### config.mk
export PLATFORM = sky130hd
export DESIGN_NAME = hazard_detection_unit
export DESIGN_NICKNAME = d
export VERILOG_FILES = /design/src/rtl/cpu_hazard_pkg.sv /design/src/rtl/hazard_sat_counter.sv /design/src/rtl/hazard_detection_unit.sv
export SDC_FILE = /design/constraint.sdc
export NUM_CORES = 1
export LEC_CHECK = 0
export CAP_MARGIN = 20
export CELL_PAD_IN_SITES_DETAIL_PLACEMENT = 0
export CELL_PAD_IN_SITES_GLOBAL_PLACEMENT = 1
export CORE_ASPECT_RATIO = 1.4
export CORE_MARGIN = 4
export CORE_UTILIZATION = 33
export CTS_BUF_LIST = sky130_fd_sc_hd__clkbuf_8
export DETAILED_ROUTE_END_ITERATION = 8
export GPL_ROUTABILITY_DRIVEN = 0
export GPL_TIMING_DRIVEN = 0
export PLACE_DENSITY_LB_ADDON = 0.1
export SLEW_MARGIN = 20
export SYNTH_ARGS = -nofsm -noshare
export SYNTH_HDL_FRONTEND = slang
export SYNTH_HIERARCHICAL = 1
export SYNTH_SLANG_ARGS = --single-unit
### constraint.sdc
create_clock -name clk -period 1.5 [get_ports clk]
set_clock_uncertainty 0.05 [all_clocks]
set_input_delay 0.15 -clock clk [delete_from_list [all_inputs] [get_ports clk]]
set_output_delay 0.15 -clock clk [all_outputs]
set_load 0.01 [all_outputs]
### src/rtl/cpu_hazard_pkg.sv
// Shared types and constants for the ID-stage hazard controller.
package cpu_hazard_pkg;

    typedef enum logic [1:0] {
        HZ_RUN,
        HZ_STALL,
        HZ_FLUSH
    } hz_state_t;

    localparam int REG_X0 = 0;

endpackage

### src/rtl/hazard_sat_counter.sv
// Event counter that sticks at all-ones instead of wrapping.
module hazard_sat_counter #(
    parameter int CNT_W = 16
) (
    input  logic             clk,
    input  logic             reset,
    input  logic             inc,
    output logic [CNT_W-1:0] count
);

    always_ff @(posedge clk or posedge reset) begin
        if (reset) begin
            count <= '0;
        end else if (inc && (count != '1)) begin
            count <= count + 1'b1;
        end
    end

endmodule

### src/rtl/hazard_detection_unit.sv
// ID-stage hazard controller: load-use stalls, taken-branch flushes and
// saturating performance counters for both.
//
//  state    | meaning
//  HZ_RUN   | normal issue; hazard/branch start an episode this cycle
//  HZ_STALL | remaining cycles of a multi-cycle load-use bubble
//  HZ_FLUSH | remaining cycles of a multi-cycle branch flush
module hazard_detection_unit
    import cpu_hazard_pkg::*;
#(
    parameter int REG_AW       = 5,
    parameter int LOAD_STALL   = 1,
    parameter int BRANCH_FLUSH = 1,
    parameter int CNT_W        = 16
) (
    input  logic              clk,
    input  logic              reset,
    input  logic [REG_AW-1:0] id_rs1,
    input  logic [REG_AW-1:0] id_rs2,
    input  logic              id_uses_rs2,
    input  logic [REG_AW-1:0] ex_rd,
    input  logic              ex_MemRead,
    input  logic              branch_taken,
    output logic              ctrl_sel,
    output logic              pc_write,
    output logic              ifid_write,
    output logic              ifid_flush,
    output logic [CNT_W-1:0]  stall_cycles,
    output logic [CNT_W-1:0]  flush_cycles
);

    localparam int MAX_LEN = (LOAD_STALL > BRANCH_FLUSH) ? LOAD_STALL : BRANCH_FLUSH;
    localparam int REM_W   = $clog2(MAX_LEN) + 1;

    localparam logic [REM_W-1:0] STALL_RELOAD = REM_W'(LOAD_STALL - 1);
    localparam logic [REM_W-1:0] FLUSH_RELOAD = REM_W'(BRANCH_FLUSH - 1);
    localparam logic [REM_W-1:0] REM_LAST     = REM_W'(1);

    hz_state_t        state, stateNext;
    logic [REM_W-1:0] rem, remNext;
    logic             hz;
    logic             stallCyc, flushCyc;

    assign hz = ex_MemRead && (ex_rd != REG_AW'(REG_X0)) &&
                ((ex_rd == id_rs1) || (id_uses_rs2 && (ex_rd == id_rs2)));

    always_ff @(posedge clk or posedge reset) begin
        if (reset) begin
            state <= HZ_RUN;
            rem   <= '0;
        end else begin
            state <= stateNext;
            rem   <= remNext;
        end
    end

    // A taken branch always wins: it abandons any stall and restarts a flush.
    always_comb begin
        stateNext = state;
        remNext   = rem;
        stallCyc  = 1'b0;
        flushCyc  = 1'b0;
        if (branch_taken) begin
            flushCyc  = 1'b1;
            remNext   = FLUSH_RELOAD;
            stateNext = (BRANCH_FLUSH > 1) ? HZ_FLUSH : HZ_RUN;
        end else begin
            case (state)
                HZ_RUN: begin
                    if (hz) begin
                        stallCyc  = 1'b1;
                        remNext   = STALL_RELOAD;
                        stateNext = (LOAD_STALL > 1) ? HZ_STALL : HZ_RUN;
                    end
                end
                HZ_STALL: begin
                    stallCyc = 1'b1;
                    remNext  = rem - 1'b1;
                    if (rem == REM_LAST) stateNext = HZ_RUN;
                end
                HZ_FLUSH: begin
                    flushCyc = 1'b1;
                    remNext  = rem - 1'b1;
                    if (rem == REM_LAST) stateNext = HZ_RUN;
                end
                default: begin
                    stateNext = HZ_RUN;
                    remNext   = '0;
                end
            endcase
        end
    end

    always_comb begin
        ctrl_sel   = 1'b0;
        pc_write   = 1'b0;
        ifid_write = 1'b0;
        ifid_flush = 1'b0;
        if (!reset) begin
            if (flushCyc) begin
                pc_write   = 1'b1;
                ifid_write = 1'b1;
                ifid_flush = 1'b1;
            end else if (!stallCyc) begin
                ctrl_sel   = 1'b1;
                pc_write   = 1'b1;
                ifid_write = 1'b1;
            end
        end
    end

    hazard_sat_counter #(.CNT_W(CNT_W)) u_stallCnt (
        .clk   (clk),
        .reset (reset),
        .inc   (stallCyc),
        .count (stall_cycles)
    );

    hazard_sat_counter #(.CNT_W(CNT_W)) u_flushCnt (
        .clk   (clk),
        .reset (reset),
        .inc   (flushCyc),
        .count (flush_cycles)
    );

endmodule

# Word-level counts from Yosys, hierarchy flattened
# Cells that the tools add are included.
# word_totals
regBits,35
in_bits,20
out_inout_bits,36
# classes
n_addsub,3
eq_ne,8
n_mux,19
reduce_logical,10
# op_table
cell,n
$add A16 B1 Y16 const B,2
$ne A16 B16 Y1 const B,2
$mux W1,13
$eq A5 B5 Y1,2
$mux W2,3
$logic_and A1 B1 Y1,5
$reduce_bool A5 Y1,1
$pmux W1 S2,2
$pmux W2 S2,1
$ne A3 B1 Y1 const B,1
$ne A3 B3 Y1 const B,1
$eq A2 B1 Y1 const B,1
$eq A2 B2 Y1 const B,1
$logic_not A2 Y1,1
$reduce_and A2 Y1,1
$reduce_or A2 Y1,1
$logic_or A1 B1 Y1,1
$sub A1 B1 Y1 const B,1

# Depth between registers and ports, before layout
# logic_depth
depth_word,10
depth_mapped,8
ltp_nobuf,8

# Cells and area by module
# The synthesis kept the hierarchy.
# by_module_without_submodules
module,instances,cells_each,area_per_inst_um2,seq_area_each_um2
hazard_sat_counter,2,71,805.8,400.4
hazard_detection_unit,1,24,173.9,0.0

# Worst setup path before layout
# OpenSTA, ideal clock, no wires.
# synth_timing
kind,in2reg
from,input ex_rd[1]
to,register u_stallCnt.count[14]
setup_ns,0.125
arrival_ns,1.738
required_time_ns,1.325
path_slack_ns,-0.412
stages,8
path_buffers,0
path_cell_list,or4_1 -> o21ai_2 -> nor2_1 -> and2_1 -> and4_1 -> nand3_1 -> nor2_1 -> mux2_2
# synth_via
elab_chain_len,8
elab_cells_between_ends,11
cone_classes,2 x eq/ne; 3 x mux; 6 x reduce/logical
# synth_lines
item,line,source
from (decl),hazard_detection_unit.sv:21,"input logic [REG_AW-1:0] ex_rd,"
$eq A5 B5 Y1,hazard_detection_unit.sv:45,((ex_rd == id_rs1) || (id_uses_rs2 && (ex_rd == id_rs2)));
$logic_and A1 B1 Y1,hazard_detection_unit.sv:45,
$logic_or A1 B1 Y1,hazard_detection_unit.sv:45,
$logic_and A1 B1 Y1 *,hazard_detection_unit.sv:44,assign hz = ex_MemRead && (ex_rd != REG_AW'(REG_X0)) &&
$mux W1 *,hazard_detection_unit.sv:70,if (hz) begin
$pmux W1 S2 *,hazard_detection_unit.sv:68,case (state)
$mux W1 *,hazard_detection_unit.sv:63,if (branch_taken) begin
net stallCyc,hazard_detection_unit.sv:42,"logic stallCyc, flushCyc;"
$logic_and A1 B1 Y1 *,hazard_sat_counter.sv:14,end else if (inc && (count != '1)) begin
to (signal assigned),hazard_sat_counter.sv:15,count <= count + 1'b1;
to (decl),hazard_sat_counter.sv:8,output logic [CNT_W-1:0] count
# The timed path passes the listed nets; every way through them passes the cells marked *.
# A chain may end at the register's enable or synchronous reset.

# Worst setup path in the final report
# layout_timing
from,input ex_rd[4]
to,register u_stallCnt.count[14]
# Same word-level chain as after synthesis.

==> impl_summary.txt <==
----------------------------------------------------
[Run status]
  Status ... complete, but fails checks
  Failing checks ... negative setup slack

[Floorplan]
  Core box area ... 5197 µm²
  Area of the die ... 6668 µm²
  Placement Rows ... 31
  Starting density of the core ... 34.35%
  Boundary Pins ... 56
  Die outline width ... 70.17 µm
  Y dimension of the die ... 95.03 µm

[Yosys]
  Async set or reset register ratio after synthesis ... 100.0%
  Most used flip-flop cell after synthesis ... sky130_fd_sc_hd__dfrtp_1
  Largest area contributor in the synthesized netlist ... sky130_fd_sc_hd__dfrtp_1
  Avg Inst Size Synth ... 10.76 µm²
  Largest cells by area after synthesis ... sky130_fd_sc_hd__dfrtp_1 (45%), sky130_fd_sc_hd__xnor2_1 (16%), sky130_fd_sc_hd__nand3_1 (4.2%)
  Post-synthesis sequential element count ... 32
  Post-synthesis cell area ... 1785 µm²
  Sequential cell area fraction in the yosys report ... 44.85%
  Net Count, Synth ... 188
  Number of distinct library cells after synthesis ... 29
  Share of the synthesized area in the top cell type ... 44.85%
  Yosys warning count ... 6
  Post-synth EDFFs ... 0
  Most frequent cells after synthesis ... sky130_fd_sc_hd__dfrtp_1 (32), sky130_fd_sc_hd__xnor2_1 (32), sky130_fd_sc_hd__nand3_1 (15), sky130_fd_sc_hd__nand2_1 (14), sky130_fd_sc_hd__nand4_1 (11)
  Synth Instances ... 166

[Finish]
  Area Growth Syn to Fin ... 75.05%
  Final cell count without fillers ... 332
  N_diodes ... 0
  Layout cell share with drive strength beyond 1 ... 50.38%
  Number of nets in the finished design ... 287

[Routing]
  Detail-routed via count per cell ... 4.955
  Count of routing violations after the opening detailed-route iteration ... 31
  Detailed-route via count ... 1645
  # DRC ... 0
  Post-detailed-routing wire length ... 5012 µm
  Number of detailed-routing iterations run before antenna repair ... 4
  Remaining antenna violation count ... 0
  Average wire per cell in the routed design ... 15.10 µm

[Worst setup path]
  Startpoint Class ... primary input
  Cell family with most CP delay ... simple AND/OR/NAND/NOR gates
  Critical path data arrival time ... 1880 ps
  Critical-path maximum fanout ... 4
  R2R setup slack ... -10 ps
  R2r worst-path depth ... 6
  Reg-to-reg critical path endpoint ... u_stallCnt/count[10]
  Cell type of the slowest stage on the worst timing path ... sky130_fd_sc_hd__or4_4
  Category of the worst setup path capture point ... register
  Longest individual stage delay on the worst path ... 540 ps
  Count of buffer and inverter cells on the critical path ... 2
  Setup CP Type ... in2reg
  Required time at the worst-slack endpoint ... 1620 ps
  Critical register-to-register path startpoint ... u_stallCnt/count[0]
  Cell-by-cell listing of the critical path ... buf_8 > or4_4 > o21ai_4 > nor2_2 > and2_4 > buf_4 > and4_4 > nand3_4 > nor2_4 > mux2_2

[STA]
  Post-layout minimum cycle time ... 1766 ps
  Pins Over Slew Limit ... 0
  Setup violations, final ... 18
  Final-report hold violation count ... 0
  Unrepaired setup endpoints after global routing ... yes
  Slew Limit Headroom ... 57.69%
  Final Worst Setup Slack ... -266.0 ps
  Worst slack on hold paths ... 346.8 ps
  Max frequency ... 566.3 MHz
  Worst Tran Pin Value ... 634.0 ps
  Final cycle utilization of the critical path ... 117.7%

[GRT]
  Grt ovf ... 0
  Number of global-route vias before repair ... 1641
  Overall track demand over capacity in global routing ... 15.39%
  Wire length of the first global-routing pass ... 8079 µm
  Antenna violations before repair ... 0
  Maximum number of pins on one net before global-route repair ... 17

[Placed design]
  Input/output buffers ... 55
  Count of placed standard cells including taps ... 287
  Post-DP HPWL ... 3464 µm

[CTS]
  CTS max path bufs ... 2
  Root Buffer Master ... sky130_fd_sc_hd__clkbuf_8
  Total clock buffers created by CTS ... 5
  Clock sink count ... 32
  # H-tree levels ... 2
  TritonCTS clock tree ... done
  Clock edge transition at the registers on the reported setup and hold paths ... 70 ps
  Source-to-sink clock delay at the later pin of the worst-skew pair ... 280 ps

[Power]
  Static leakage ... 0.001585 µW
  Power density over the cells ... 980.1 nW/µm²
  Max IR drop VDD ... 0.0009624 V

[Min path]
  Worst min-delay path class ... in2async

[Run]
  Maximum capacitance violations ... 0

----------------------------------------------------
==> cell families after synthesis <==
logic type	share of synthesized area, %
simple gates	29.57
fa+ha+maj	1.401
mux	3.644
xor+xnor	15.70
compound gates	3.784
flops	44.85
buf+inv	1.051
==> cell usage in the layout (no fill, tap or decap), types with 3 or more instances in the layout <==
cell type / count
sky130_fd_sc_hd__nand4_1: 11
sky130_fd_sc_hd__dlymetal6s2s_1: 12
sky130_fd_sc_hd__xnor2_2: 11
sky130_fd_sc_hd__dfrtp_2: 13
sky130_fd_sc_hd__mux2_4: 3
sky130_fd_sc_hd__nor2_1: 3
sky130_fd_sc_hd__and4_4: 7
sky130_fd_sc_hd__clkdlybuf4s50_1: 15
sky130_fd_sc_hd__nand3_1: 9
sky130_fd_sc_hd__clkbuf_8: 7
sky130_fd_sc_hd__and3_1: 6
sky130_fd_sc_hd__nand3_2: 3
sky130_fd_sc_hd__nand3_4: 3
sky130_fd_sc_hd__buf_4: 34
sky130_fd_sc_hd__xnor2_1: 21
sky130_fd_sc_hd__buf_6: 11
sky130_fd_sc_hd__dlygate4sd2_1: 9
sky130_fd_sc_hd__buf_2: 9
sky130_fd_sc_hd__nand2_1: 12
sky130_fd_sc_hd__nand2_4: 4
sky130_fd_sc_hd__dfrtp_1: 19
sky130_fd_sc_hd__nor2_4: 3
sky130_fd_sc_hd__a21oi_1: 4
==> metal layers <==
metal	routed length (µm)	up-vias	part of all wire, %	global-route usage (%)
li1	-	797	-	-
met3	174	9	3.5	3.481
met4	91	0	1.8	5.112
met1	1711	810	34	14.83
met5	0	-	0	0
met2	3035	29	61	31.55
==> registers in the layout, summed over array words and instances (netlist names) <==
register          flops
u_flushCnt/count     16
u_stallCnt/count     16
==> area by class of cell <==
type	instances	area [µm²]
repair buffers	92	840.8
flip-flops and latches	32	817.0
multi-input cells	130	1240
clock inverters	1	30.03
plain buffers	1	7.507
clock buffers	7	96.34
fillers	464	2072
well taps	66	82.58
inverters	3	11.26
==> where the power goes <==
group	leakage, µW	switching (µW)	internal [µW]
clock network	0.0000645	322	586
logic	0.00111	398	578
registers	0.000414	181	998
total	0.00159	902	2160
==> worst max path at each step <==
stage | start | end | cells after the start
final | ex_rd[4] | u_stallCnt/count[14] | 10
after global routing | ex_rd[4] | u_stallCnt/count[15] | 11
after CTS | ex_rd[4] | u_stallCnt/count[14] | 9
after detailed placement | ex_rd[4] | pc_write | 7
after global placement | ex_rd[4] | pc_write | 7
after floorplan | ex_rd[1] | u_stallCnt/count[14] | 8
==> repair_timing <==
action,CTS,global route
resized for setup,125,31
pin swaps,27,18
setup endpoints to repair,36,39
hold buffers,0,0
setup buffers,20,17
==> worst register-to-register path, stage by stage (launching register included) <==
cell                      delay [ps]
sky130_fd_sc_hd__dfrtp_2         430
sky130_fd_sc_hd__ha_4            180
sky130_fd_sc_hd__and3_4          190
sky130_fd_sc_hd__nand4_4         120
sky130_fd_sc_hd__buf_6           160
sky130_fd_sc_hd__nand4_1         130
sky130_fd_sc_hd__xnor2_1         150
==> through the flow <==
step	TNS, ps	setup slack (ps)	cell area [µm²]	utilization [%]	power, µW
after CTS	-1012	-144.1	2884	55.49	3049
final	-1985	-266.0	3126	60.13	3063
after floorplan	-1669	-288.8	1922	-	1532
after global placement	-17250	-1104	2555	49.16	1916
after detailed placement	-17890	-1120	2555	49.16	1957
after global routing	-3227	-312.1	3126	60.13	3231
Power figures use the tool's default switching activity.
